$ cat src/rtl/tl_c_release_sink.sv
// tl_c_release_sink: manager-side TileLink channel C responder for hart 0.
// Streams C data beats to a write port, pulses probe completions, answers releases with ReleaseAck.
`default_nettype none

module tl_c_release_sink #(
    parameter int ADDR_W      = 32,
    parameter int SRC_W       = 3,
    parameter int SIZE_W      = 4,
    parameter int LG_MAX_SIZE = 6,
    parameter int SINK_ID     = 0
) (
    input  logic              clock,
    input  logic              reset_n,
    input  logic              c_valid,
    output logic              c_ready,
    input  logic [2:0]        c_opcode,
    input  logic [2:0]        c_param,
    input  logic [SIZE_W-1:0] c_size,
    input  logic [SRC_W-1:0]  c_source,
    input  logic [ADDR_W-1:0] c_address,
    input  logic [63:0]       c_data,
    input  logic              c_corrupt,
    output logic              wb_valid,
    input  logic              wb_ready,
    output logic [ADDR_W-1:0] wb_addr,
    output logic [63:0]       wb_data,
    output logic              wb_last,
    output logic              wb_corrupt,
    output logic              pack_valid,
    output logic [SRC_W-1:0]  pack_source,
    output logic [2:0]        pack_param,
    output logic              pack_corrupt,
    output logic              d_valid,
    input  logic              d_ready,
    output logic [2:0]        d_opcode,
    output logic [2:0]        d_param,
    output logic [SIZE_W-1:0] d_size,
    output logic [SRC_W-1:0]  d_source,
    output logic [2:0]        d_sink,
    output logic              err_illegal
);

    localparam int CNT_W = LG_MAX_SIZE - 2;

    typedef enum logic [1:0] {
        ST_IDLE = 2'd0,
        ST_DATA = 2'd1,
        ST_ACK  = 2'd2
    } state_t;

    state_t              state_q, state_d;
    logic [CNT_W-1:0]    cnt_q, cnt_d;
    logic [CNT_W-1:0]    last_q, last_d;
    logic [2:0]          op_q, op_d;
    logic [SIZE_W-1:0]   size_q, size_d;
    logic [SRC_W-1:0]    src_q, src_d;
    logic [2:0]          param_q, param_d;
    logic [ADDR_W-1:0]   addr_q, addr_d;
    logic                cor_q, cor_d;
    logic                pack_valid_q, pack_valid_d;
    logic [SRC_W-1:0]    pack_src_q, pack_src_d;
    logic [2:0]          pack_param_q, pack_param_d;
    logic                pack_cor_q, pack_cor_d;
    logic                d_valid_q, d_valid_d;
    logic [SIZE_W-1:0]   d_size_q, d_size_d;
    logic [SRC_W-1:0]    d_src_q, d_src_d;
    logic                err_q, err_d;

    logic                hdr_legal;
    logic [CNT_W-1:0]    hdr_last;
    logic                fin;
    logic [2:0]          fin_op;
    logic [SIZE_W-1:0]   fin_size;
    logic [SRC_W-1:0]    fin_src;
    logic [2:0]          fin_param;
    logic                fin_cor;

    // Index of the final beat: 0 for sizes up to one beat, else 2^(size-3)-1.
    function automatic logic [CNT_W-1:0] last_idx(input logic [SIZE_W-1:0] sz);
        logic [CNT_W-1:0] one;
        one = {{(CNT_W-1){1'b0}}, 1'b1};
        if (sz <= SIZE_W'(3)) return '0;
        return (one << (sz - SIZE_W'(3))) - one;
    endfunction

    assign hdr_legal = c_opcode[2] && (c_size <= SIZE_W'(LG_MAX_SIZE));
    assign hdr_last  = c_opcode[0] ? last_idx(c_size) : '0;

    always_comb begin
        state_d      = state_q;
        cnt_d        = cnt_q;
        last_d       = last_q;
        op_d         = op_q;
        size_d       = size_q;
        src_d        = src_q;
        param_d      = param_q;
        addr_d       = addr_q;
        cor_d        = cor_q;
        pack_valid_d = 1'b0;
        pack_src_d   = pack_src_q;
        pack_param_d = pack_param_q;
        pack_cor_d   = pack_cor_q;
        d_valid_d    = d_valid_q;
        d_size_d     = d_size_q;
        d_src_d      = d_src_q;
        err_d        = err_q;
        c_ready      = 1'b0;
        wb_valid     = 1'b0;
        wb_last      = 1'b0;
        fin          = 1'b0;
        fin_op       = c_opcode;
        fin_size     = c_size;
        fin_src      = c_source;
        fin_param    = c_param;
        fin_cor      = c_corrupt;

        case (state_q)
            ST_IDLE: begin
                if (!hdr_legal) begin
                    // Illegal headers are swallowed so the sender never deadlocks.
                    c_ready = 1'b1;
                    if (c_valid) err_d = 1'b1;
                end else if (c_opcode[0]) begin
                    wb_valid = c_valid;
                    c_ready  = wb_ready;
                    wb_last  = (hdr_last == '0);
                end else begin
                    c_ready = 1'b1;
                end
                if (c_valid && c_ready && hdr_legal) begin
                    op_d    = c_opcode;
                    size_d  = c_size;
                    src_d   = c_source;
                    param_d = c_param;
                    addr_d  = c_address;
                    last_d  = hdr_last;
                    cor_d   = c_corrupt;
                    cnt_d   = CNT_W'(1);
                    if (hdr_last == '0) fin = 1'b1;
                    else                state_d = ST_DATA;
                end
            end
            ST_DATA: begin
                wb_valid  = c_valid;
                c_ready   = wb_ready;
                wb_last   = (cnt_q == last_q);
                fin_op    = op_q;
                fin_size  = size_q;
                fin_src   = src_q;
                fin_param = param_q;
                fin_cor   = cor_q | c_corrupt;
                if (c_valid && wb_ready) begin
                    if ((c_opcode != op_q) || (c_source != src_q)) err_d = 1'b1;
                    cor_d = cor_q | c_corrupt;
                    cnt_d = cnt_q + CNT_W'(1);
                    fin   = wb_last;
                end
            end
            ST_ACK: begin
                if (d_ready) begin
                    d_valid_d = 1'b0;
                    state_d   = ST_IDLE;
                end
            end
            default: state_d = ST_IDLE;
        endcase

        if (fin) begin
            if (fin_op[1]) begin
                d_valid_d = 1'b1;
                d_size_d  = fin_size;
                d_src_d   = fin_src;
                state_d   = ST_ACK;
            end else begin
                pack_valid_d = 1'b1;
                pack_src_d   = fin_src;
                pack_param_d = fin_param;
                pack_cor_d   = fin_cor;
                state_d      = ST_IDLE;
            end
        end
    end

    always_ff @(posedge clock) begin
        if (!reset_n) begin
            state_q      <= ST_IDLE;
            cnt_q        <= '0;
            last_q       <= '0;
            op_q         <= '0;
            size_q       <= '0;
            src_q        <= '0;
            param_q      <= '0;
            addr_q       <= '0;
            cor_q        <= 1'b0;
            pack_valid_q <= 1'b0;
            pack_src_q   <= '0;
            pack_param_q <= '0;
            pack_cor_q   <= 1'b0;
            d_valid_q    <= 1'b0;
            d_size_q     <= '0;
            d_src_q      <= '0;
            err_q        <= 1'b0;
        end else begin
            state_q      <= state_d;
            cnt_q        <= cnt_d;
            last_q       <= last_d;
            op_q         <= op_d;
            size_q       <= size_d;
            src_q        <= src_d;
            param_q      <= param_d;
            addr_q       <= addr_d;
            cor_q        <= cor_d;
            pack_valid_q <= pack_valid_d;
            pack_src_q   <= pack_src_d;
            pack_param_q <= pack_param_d;
            pack_cor_q   <= pack_cor_d;
            d_valid_q    <= d_valid_d;
            d_size_q     <= d_size_d;
            d_src_q      <= d_src_d;
            err_q        <= err_d;
        end
    end

    // Beat address wraps naturally within ADDR_W.
    assign wb_addr      = (state_q == ST_DATA) ? addr_q + ADDR_W'({cnt_q, 3'b000}) : c_address;
    assign wb_data      = c_data;
    assign wb_corrupt   = c_corrupt;
    assign pack_valid   = pack_valid_q;
    assign pack_source  = pack_src_q;
    assign pack_param   = pack_param_q;
    assign pack_corrupt = pack_cor_q;
    assign d_valid      = d_valid_q;
    assign d_opcode     = 3'd6;
    assign d_param      = 3'd0;
    assign d_size       = d_size_q;
    assign d_source     = d_src_q;
    assign d_sink       = 3'(SINK_ID);
    assign err_illegal  = err_q;

endmodule

`default_nettype wire
$ cat config.mk
export PLATFORM = sky130hd
export DESIGN_NAME = tl_c_release_sink
export DESIGN_NICKNAME = d
export VERILOG_FILES = /design/src/rtl/tl_c_release_sink.sv
export SDC_FILE = /design/constraint.sdc
export NUM_CORES = 1
export LEC_CHECK = 0
export ABC_AREA = 0
export BUFFER_PORTS_ARGS = -buffer_cell sky130_fd_sc_hd__buf_2
export CAP_MARGIN = 10
export CORE_ASPECT_RATIO = 1.5
export CORE_UTILIZATION = 42
export DETAILED_ROUTE_END_ITERATION = 10
export PLACE_DENSITY = 0.77
export SYNTH_ARGS = -nofsm -noshare
export SYNTH_HDL_FRONTEND = slang
export SYNTH_SLANG_ARGS = --single-unit
$ cat constraint.sdc
create_clock -name clock -period 2.69 [get_ports clock]
set_clock_uncertainty 0.2 [all_clocks]
set_input_delay 0.4035 -clock clock [delete_from_list [all_inputs] [get_ports clock]]
set_output_delay 0.4035 -clock clock [all_outputs]
set_load 0.005 [all_outputs]
* Word level (Yosys, flattened, before mapping)
Index checks and enable logic that the tools add are counted.
Storage, ports and cells: output and inout bits 126, register bits 73, input port bits 115, word-level logic and storage cells 101
Cells by class: shifts and indexed selects 1, reduce and logical (&&, ||, !) cells 15, magnitude comparators 2, bitwise gates (word level) 2, add/sub/neg operators 4, eq/ne operators 14, muxes and demuxes 46
Operator list (count):
- $add 32x7->32 | 1
- $mux 32 | 1
- $mux 4 | 6
- $mux 1 | 23
- $mux 2 | 6
- $ne 2x2->1 const B | 6
- $pmux 1 s2 | 6
- $ne 3x3->1 const B | 3
- $pmux 4 s2 | 1
- $reduce_and 2->1 | 4
- $mux 3 | 2
- $ne 3x3->1 | 2
- $pmux 2 s3 | 1
- $reduce_and 5->1 | 1
- $add 4x1->4 const B | 1
- $eq 4x4->1 | 1
- $le 4x2->1 const B | 1
- $le 4x3->1 const B | 1
- $logic_and 1x1->1 | 4
- $logic_not 4->1 | 1
- $reduce_and 4->1 | 1
- $shl 1x4->4 const A | 1
- $sub 4x1->4 const B | 1
- $sub 4x2->4 const B | 1
- other kinds (8) | 8

* Longest topological paths before layout
Gate-level depths: netlist of the first run.
depth in word-level cells 11, mapped depth 10

* Least setup slack after synthesis of the first run
Ideal clock, no wire load.
path type register -> output, start point register cnt_q[0], end point output wb_addr[29], arrival time 2.205 ns, path slack -0.119 ns, buffers on the path 1, cell stages (with the launch flop) 10, required time 2.087 ns, cells stage by stage dfxtp_1 ha_1 inv_1 fa_1 nor2b_1 o21ai_0 clkbuf_1 a2111oi_0 xnor2_1 o21ai_1
Between the ends: word-level cells in the longest chain between the ends 2
Ends and longest elaborated chain:
- from (decl) | RTL line 52 | logic [CNT_W-1:0] cnt_q, cnt_d;
- from (signal assigned) | RTL line 205 | cnt_q <= cnt_d;
- $add 32x7->32 | RTL line 225 | assign wb_addr = (state_q == ST_DATA) ? addr_q + ADDR_W'({cnt_q, 3'b000}) : c_address;
- $mux 32 | RTL line 225
- to (decl) | RTL line 25 | output logic [ADDR_W-1:0] wb_addr,
No other way between the ends.

* Worst setup path after layout of the first run
start point input c_size[1], end point output wb_last
Between the ends: word-level cells in the longest chain between the ends 9, elaborated cells on any way between the ends 13
Ends and longest elaborated chain:
- from (decl) | RTL line 18 | input logic [SIZE_W-1:0] c_size,
- $sub 4x2->4 | RTL line 83 | return (one << (sz - SIZE_W'(3))) - one;
- $shl 1x4->4 | RTL line 83
- $sub 4x1->4 | RTL line 83
- $mux 4 | RTL line 83
- $mux 4 | RTL line 87 | assign hdr_last = c_opcode[0] ? last_idx(c_size) : '0;
- $logic_not 4->1 | RTL line 126 | wb_last = (hdr_last == '0);
- $mux 1 | RTL line 123 | end else if (c_opcode[0]) begin
- $mux 1 * | RTL line 119 | if (!hdr_legal) begin
- $pmux 1 s2 * | RTL line 117 | case (state_q)
- to (decl) | RTL line 27 | output logic wb_last,
Mark *: on every way between the ends. The rest lies on a longest branch, timed or not.

==> results.md, run 1 <==
Yosys:
- The sequential cell area fraction in the yosys report is 0.303.
- The mean instance size in the synthesized netlist is 7.42 sq um.
- Among all flip-flop cells after synthesis, the most frequent one is dfxtp_1.
- The register bit total from synthesis is 73.
- The Yosys warning count is 0.
- The proportion of netlist area held by the largest area contributor is 0.303.
- Counting flops with a built-in enable in the synthesized netlist gives 0.
- The fraction of registers with async set or reset after synthesis is 0.
- In this run the cell area of the synthesized design comes to 4820 sq um.
- The number of different library cells used by synthesis comes to 53.
- The cell type contributing the most total cell area after synthesis is dfxtp_1.
- The gate count after technology mapping is 649.
- Sorting the synthesized cells by area gives the leading types as dfxtp_1 30%, nand2_1 15%, buf_4 12%.

Global routing:
- The initial antenna violation count is 0.
- The pin count of the biggest net entering global routing is 43.
- The first-pass GRT wire length is 21.1 mm.
- The overall track demand over capacity in global routing is 0.238.
- The number of global-route vias before repair is 4302.
- The total overflow left after global routing is 0.

Place:
- The half-perimeter wire length of the detailed placement result is 10.0 mm.
- The number of placed instances, taps included is 848.
- The setup slack after placement is -0.328 ns.
- The count of input and output buffers is 103.
- The congestion estimate from routability-driven global placement came to 0.833.

Route:
- Once detail routing completed, the nets flagged for antenna violations numbered 0.
- The number of remaining DRC errors is 0.
- The post-detailed-route wirelength per cell is 16.0 microns.
- Across all layers, the routed design uses 4544 vias.
- The total length of routed wires is 14.1 mm.
- The detailed router finished its first iteration with 215 violations.
- The iteration count of the initial detailed-routing pass is 4.
- The routed via count divided by cell count is 5.16.

Floorplanning:
- After floorplanning, the core was sized to cover 11100 sq um.
- The die covers 11900 sq um.
- The floorplan die width is 89.4 microns.
- The starting utilization of the core area is 0.433.
- The die is 133 microns tall.
- For this design the top-level I/O count stands at 241.
- In this run the core area contains 47 standard-cell rows.

STA:
- The top achievable clock speed is 332 MHz.
- The final count of hold timing violations is 0.
- The total count of max-transition violations in the final report is 0.
- The final setup slack of the worst path is -0.326 ns.
- The final critical path time including I/O delays and setup is 3.02 ns.
- The final hold slack is 0.120 ns.
- Setup repair after global routing could not meet its margin everywhere.
- The share of the clock period used by the worst path after layout is 1.12.
- Setup violations remaining at the end of the flow were counted as 23.

Critical path:
- Walking the worst path, the cells encountered are buf_8, ha_4, nor4bb_4, or3_4, nand3_4, ha_4, and4b_1, a21oi_2, or3_1, a21oi_2, buf_2.
- The startpoint of the lowest-slack register-to-register path is state_q[1].
- The critical path is of the input pin to primary output type.
- The largest delay contributor family on the critical path is simple AND/OR/NAND/NOR gates.
- The critical path runs through a total of 11 cells.
- The kind of capture point of the worst setup path is a primary output.
- The endpoint of the worst setup timing path is wb_last.
- The largest incremental delay on the critical path is 0.41 ns.
- The required time at the worst-slack endpoint is 2.09 ns.
- The slowest stage of the critical path belongs to the cell or3_4.
- The logic depth of the worst register-to-register path is 5.
- The number of buffers and inverters on the critical path is 2.
- In this run the worst path has a maximum fanout of 4.
- The arrival time at the worst endpoint is 2.41 ns.
- The endpoint of the worst register-to-register path is d_size[0].
- The startpoint type of the worst setup path is an input pin.
- The worst setup path startpoint is c_size[1].
- The worst register-to-register path has a setup slack of 0.30 ns.

CTS:
- In this run, post-CTS hold repair placed 0 buffers.
- The count of clock tree sinks is 73.
- The level count of the clock H-tree is 3.
- The tree is rooted in a clkbuf_16.
- The total clock buffers created by CTS is 9.
- The clock reaches the later pin of the worst-skew pair after 0.33 ns.
- The clock-pin slew of the registers on the worst-case setup and hold paths is 0.06 ns.
- TritonCTS built the clock tree.
- Counting along the longest clock path gives a buffer depth of 2.

Cells and area:
- The fraction of final layout cells with drive strength greater than 1 is 0.349.
- After the last flow step, the layout net total stands at 852.
- The post-route non-filler standard cell count is 880.
- Relative to the synthesized area, the layout overhead comes to 28.8%.
- The repair_antennas step left the layout with diodes totalling 0.
- Measured on the finished design, the core utilization comes to 0.558.

Run status:
- The run finished, with violations left.
- The final reports fail on negative setup slack.

Pwr:
- The peak supply drop is 0.327 mV.
- After layout, the design draws a total of 2.66 mW.
- In this run the static leakage power is 2.55 nW.
- The total power per unit cell area is 429 nW/um^2.

Hold path:
- The classification of the worst-slack hold path is input pin to flop.

Job:
- The count of max-cap constraint violations is 0.
## registers in the layout, summed over array words and instances (netlist names), 3 cells and up
signal,cells
addr_q,32
op_q,3
last_q,4
pack_source,3
pack_param,3
d_size,4
d_source,3
src_q,3
size_q,4
param_q,3
cnt_q,4
## metrics by stage
| stage | instance area (sq um) | setup TNS [ns] |
|---|---|---|
| 2_1_floorplan | 4860 | 0 |
| 3_3_place_gp | 5330 | -2.75 |
| 3_5_place_dp | 5330 | -4.94 |
| 4_1_cts | 6080 | -3.08 |
| 5_1_grt | 6200 | -6.21 |
| 6_report | 6200 | -3.02 |
## tightest hold or removal path, delay by kind of cell
kind / cells / cell delay (ns)
and+or+nand+nor: 1 / 0.04
buffers and inverters: 1 / 0.10
AOI/OAI and AO/OA: 1 / 0.06
## area by class of cell
class / instances / area, sq um
Fill cell: 1019 / 4910
Multi-Input combinational cell: 458 / 3040
Sequential cell: 73 / 1470
Timing Repair Buffer: 174 / 1180
Clock buffer: 10 / 239
Tap cell: 147 / 184
Inverter: 12 / 45.0
Clock inverter: 6 / 43.8
## layer usage
layer  global-route usage  routed length, microns
met1                0.238                    4990
met2                0.409                    7060
met3               0.0725                    1220
met4                0.168                     789
met5                    0                       0
## cell usage after synthesis (5+ instances only)
master / n
nand2_1: 198
nor2_1: 9
a211oi_1: 9
nand3_1: 14
ha_1: 8
nor3_1: 7
o21ai_0: 30
dfxtp_1: 73
mux2i_1: 15
nand4_1: 5
a21oi_1: 6
xor2_1: 8
buf_4: 74
xnor2_1: 31
a21boi_0: 45
inv_1: 12
clkbuf_1: 29
buf_2: 6
## power breakdown
part / switching, mW / internal [mW] / leakage, nW
Sequential: 0.0192 / 1.11 / 0.594
Combinational: 0.207 / 0.189 / 1.83
Clock: 0.487 / 0.649 / 0.127
## logic make-up after synthesis
kind of cell | share of synthesized area
simple gates | 0.247
buf+inv | 0.158
compound gates | 0.163
flops | 0.303
xor+xnor | 0.0709
mux | 0.0312
fa+ha+maj | 0.0249
other cells | 0.00156
## worst min-delay path by stage
stage	slack [ns]	end	cells past startpoint	start
after floorplan	0.24	cor_q	2	cor_q
after global placement	0.24	pack_source[2]	2	pack_source[2]
after detailed placement	0.25	pack_param[2]	2	pack_param[2]
after CTS	0.11	addr_q[16]	3	c_address[16]
after global routing	0.12	param_q[1]	3	c_param[1]
final	0.12	param_q[1]	3	c_param[1]
## placed cells by master (no fill, tap or decap), types with 4 or more instances in the layout
cell type     n
xnor2_1      27
nand3_1      13
buf_2       101
o21ai_1      18
buf_12        6
buf_4        59
nand4_1       5
nor3_2        5
buf_6         6
xnor2_2       4
a21boi_0     45
clkinvlp_4    4
a211oi_2      7
inv_1        11
dfxtp_2       7
nand2_1     198
nor2_1        7
conb_1        9
xor2_1        8
ha_4          7
clkbuf_16     9
o21ai_0      14
mux2i_1      15
dfxtp_1      66
## what timing repair did
item	CTS	global route
endpoints found under the setup margin	26	27
setup buffers	11	4
gates cloned	1	0
pin swaps	31	23
resized for setup	77	23
Note: power is estimated with default switching activity, not from simulation.
==> inputs of run 2 (changes only) <==
- ABC_AREA: 0 -> 1
- PLACE_DENSITY: 0.77 -> 0.78
==> results.md, run 2 <==
Run status:
- The run finished, with violations left.
- The final reports fail on negative setup slack.

Cells and area:
- The register area is 1470 sq um (unchanged).
- The most common cell after layout, fill and taps aside is nand2_1.
- The post-synthesis to final-layout area growth is 23.1%.
- The register ranked first by flip-flop count is addr_q.
- The number of nets at the end of the flow was 898 (+5.4%).
- The final standard cell utilization of the core is 0.529 (-0.0296).
- The total area of multi-input combinational cells is 2570 sq um (-16%).
- The total inserted antenna cells was 0 (unchanged).
- The fraction of final layout cells with drive strength greater than 1 was 0.304 (-0.0450).
- Leaving out fill and tap cells, the most frequent cells in the layout are 104 x nand2_1, 101 x buf_2, 88 x inv_1, 66 x dfxtp_1, 53 x nor2_1.
- The count of fill cells added during filler insertion came to 1113 (+9.2%).
- The number of flip-flops under the largest register name came to 32 (unchanged).

Floorplanning:
- The placement row count is 47 (unchanged).
- The core box area is 11000 sq um (-1.1%).
- The overall die area was 11700 sq um (-1.9%).
- The total I/O pin count was 241 (unchanged).
- The die outline height is 132 microns (-0.96%).
- The floorplan die width was 88.6 microns (-0.96%).
- The starting utilization of the core area came to 0.429 (-0.00390).

STA:
- The top achievable clock speed is 348 MHz (+5.0%).
- The setup-violating endpoint count in the final report is 13 (-43%).
- The final setup slack of the worst path is -0.184 ns (+0.143 ns).
- The final count of hold timing violations is 0 (unchanged).
- The total count of max-transition violations in the final report came to 0 (unchanged).
- The final critical path time including I/O delays and setup is 2.87 ns (-0.143 ns).
- The transition time at the pin with the least slew margin is 0.532 ns.
- The relative slew slack is 0.645.
- Setup repair after global routing could not meet its margin everywhere.
- The share of the clock period used by the worst path after layout came to 1.07 (-0.0531).

Yosys:
- The gate count after technology mapping is 704 (+8.5%).
- The most frequently used cell type in the post-synthesis netlist is nand2_1.
- The proportion of netlist area held by the largest area contributor is 0.309 (+0.00603).
- The fraction of registers with async set or reset after synthesis is 0 (unchanged).
- In the synthesized netlist, the cells that appear most often are 112 x nand2_1, 94 x inv_1, 74 x buf_4, 73 x dfxtp_1, 64 x o21ai_0.
- The number of distinct library cells after synthesis is 38 (-28%).
- The sequential cell area fraction in the yosys report is 0.309 (+0.00603).
- The cell type contributing the most total cell area after synthesis is dfxtp_1.
- The number of synthesized flops with an enable pin was 0 (unchanged).
- For this run, the leading register cell type out of synthesis is dfxtp_1.
- The Yosys warning count is 0 (unchanged).
- The netlist area before placement is 4720 sq um (-1.9%).
- After synthesis, the cell types taking the most area are dfxtp_1 31%, buf_4 12%, nand2_1 8.9%.
- The mean instance size in the synthesized netlist was 6.71 sq um (-9.6%).
- The register bit total from synthesis is 73 (unchanged).

Pwr:
- The clock share of power was 0.450 (+0.023).
- The cell-internal power is 2.07 mW (+6.2%).
- The power spent charging and discharging nets came to 0.700 mW (-1.9%).
- The peak supply drop came to 0.283 mV (-13%).
- The part of the total power dissipated in combinational logic is 0.139 (-0.010).
- The switching power share of the total is 0.253 (-0.0152).
- The fraction of power consumed by sequential logic was 0.411 (-0.013).
- The total power per unit cell area is 476 nW/um^2 (+11%).
- The static leakage is 2.60 nW (+1.8%).

Global routing:
- The first-pass GRT wire length is 21.5 mm (+1.8%).
- The initial antenna violation count was 0 (unchanged).
- The number of global-route vias before repair is 4445 (+3.3%).
- The global route total overflow is 0 (unchanged).
- The overall track demand over capacity in global routing is 0.244 (+0.00574).
- The pin count of the biggest net entering global routing came to 46 (+7.0%).

Place:
- The count of input and output buffers is 103 (unchanged).
- The setup slack after placement is -0.0952 ns (+0.233 ns).
- The final weighted congestion in routability-driven placement is 0.953 (+14%).
- The half-perimeter wire length of the detailed placement result is 10.2 mm (+2.4%).

Hold path:
- The classification of the worst-slack hold path is input pin to flop.

Job:
- The count of max-cap constraint violations is 0 (unchanged).

Route:
- The total via count in the routed design was 4782 (+5.2%).
- The total length of routed wires was 14.2 mm (+0.92%).
- The met3 wirelength from detailed routing is 964 microns (-21%).
- The violation count after the first detailed-route iteration is 211 (-1.9%).
- The post-detailed-route wirelength per cell is 15.3 microns (-4.1%).
- The number of antenna-violating nets in the routed design is 0 (unchanged).
- The number of remaining DRC errors came to 0 (unchanged).
- The met2 wire length came to 7.22 mm (+2.2%).
- The top routing layer in use is met4.
- The routed via count divided by cell count is 5.16 (about the same).
- The iteration count of the initial detailed-routing pass is 5 (+1).
- The met1 routed wirelength after detailed routing came to 5.07 mm (+1.5%).

CTS:
- The total clock buffers created by CTS was 9 (unchanged).
- TritonCTS built the clock tree.
- The worst-case clock buffer depth is 2 (unchanged).
- The level count of the clock H-tree is 3 (unchanged).
- The count of clock tree sinks is 73 (unchanged).
- The clock-pin slew of the registers on the worst-case setup and hold paths is 0.06 ns (about the same).
- The clock network latency to the later pin of the worst-skew pair is 0.34 ns (about the same).
- The cell chosen for the clock root is clkbuf_16.
- The number of buffers added to fix hold violations after cts is 0 (unchanged).

Critical path:
- The required time at the worst-slack endpoint came to 2.09 ns (about the same).
- The setup path with the least slack is of type flop to primary output.
- The arrival time at the worst endpoint came to 2.27 ns (-0.14 ns).
- The startpoint type of the worst setup path is a flop.
- The largest driver fanout on the critical path is 4 (unchanged).
- The kind of capture point of the worst setup path is a primary output.
## run 2: cell count changes in the layout (fill, tap and decap cells not counted), sizes merged, moves of 44 or more
cell / change
a21boi: -47
inv: +87
nand2: -83
nand3: +45
nor2: +54
o21ai: +44
## run 2: power groups by stage
stage,clock [mW],sequential (mW),combinational [mW]
2_1_floorplan,0,1.15,0.287
3_3_place_gp,0,1.16,0.353
3_5_place_dp,0,1.16,0.356
4_1_cts,1.27,1.14,0.365
5_1_grt,1.33,1.14,0.426
6_report,1.24,1.14,0.385
## run 2: routing by layer
layer,global-route usage,up-vias
li1,-,2354
met4,0.180,0
met3,0.0570,90
met2,0.424,186
met1,0.246,2152
met5,0,-
## run 2: per-stage QoR
| step | instances | hold WS (ns) | setup TNS (ns) | power, mW | cell area (sq um) |
|---|---|---|---|---|---|
| 3_5_place_dp | 899 | 0.218 | -0.233 | 1.51 | 5060 |
| 6_report | 926 | 0.109 | -1.34 | 2.77 | 5810 |
| 3_3_place_gp | 899 | 0.216 | -0.108 | 1.51 | 5060 |
| 4_1_cts | 921 | 0.0987 | -1.31 | 2.77 | 5600 |
| 2_1_floorplan | 711 | 0.208 | 0 | 1.44 | 4750 |
| 5_1_grt | 926 | 0.124 | -3.53 | 2.90 | 5810 |
## run 2: critical path, stage by stage, from the launching register on
cell	delay [ns]
dfxtp_2	0.35
ha_4	0.14
inv_2	0.03
fa_2	0.32
inv_2	0.07
nand3_2	0.08
nand3_4	0.12
inv_4	0.05
nor2_4	0.10
nand3_4	0.11
inv_4	0.09
nand2_4	0.05
o21ai_2	0.16
nand3_2	0.07
o21ai_1	0.07
buf_2	0.12
## run 2: logic make-up (layout without fill, tap and decap cells)
family | Yosys count | count (layout) | synth area share
xor+xnor | 15 | 15 | 0.0294
flops | 73 | 73 | 0.309
compound gates | 134 | 134 | 0.155
fa+ha+maj | 9 | 9 | 0.0254
simple gates | 273 | 273 | 0.260
buf+inv | 198 | 266 | 0.219
other cells | 2 | 9 | 0.00159
## run 2: repair_timing
| item | CTS | global route |
|---|---|---|
| buffers inserted | 6 | 5 |
| endpoints found under the setup margin | 25 | 25 |
| pin swaps | 18 | 23 |
| gates resized for setup | 57 | 44 |
## run 2: area by class of cell
class,count,share of cell area
inverters,100,0.0654
well taps,147,0.0316
clock buffers,14,0.0471
repair buffers,150,0.155
flip-flops and latches,73,0.253
multi-input cells,440,0.442
clock inverters,2,0.00603
## run 2: final timing paths
check                startpoint          end  slack [ns]  cells after the start
setup / recovery      addr_q[3]  wb_addr[29]       -0.18                     15
hold / removal    c_address[28]   addr_q[28]        0.11                      3
setup reg to reg     state_q[0]    d_size[1]        0.57                     11
hold reg to reg       size_q[3]    size_q[3]        0.22                      2
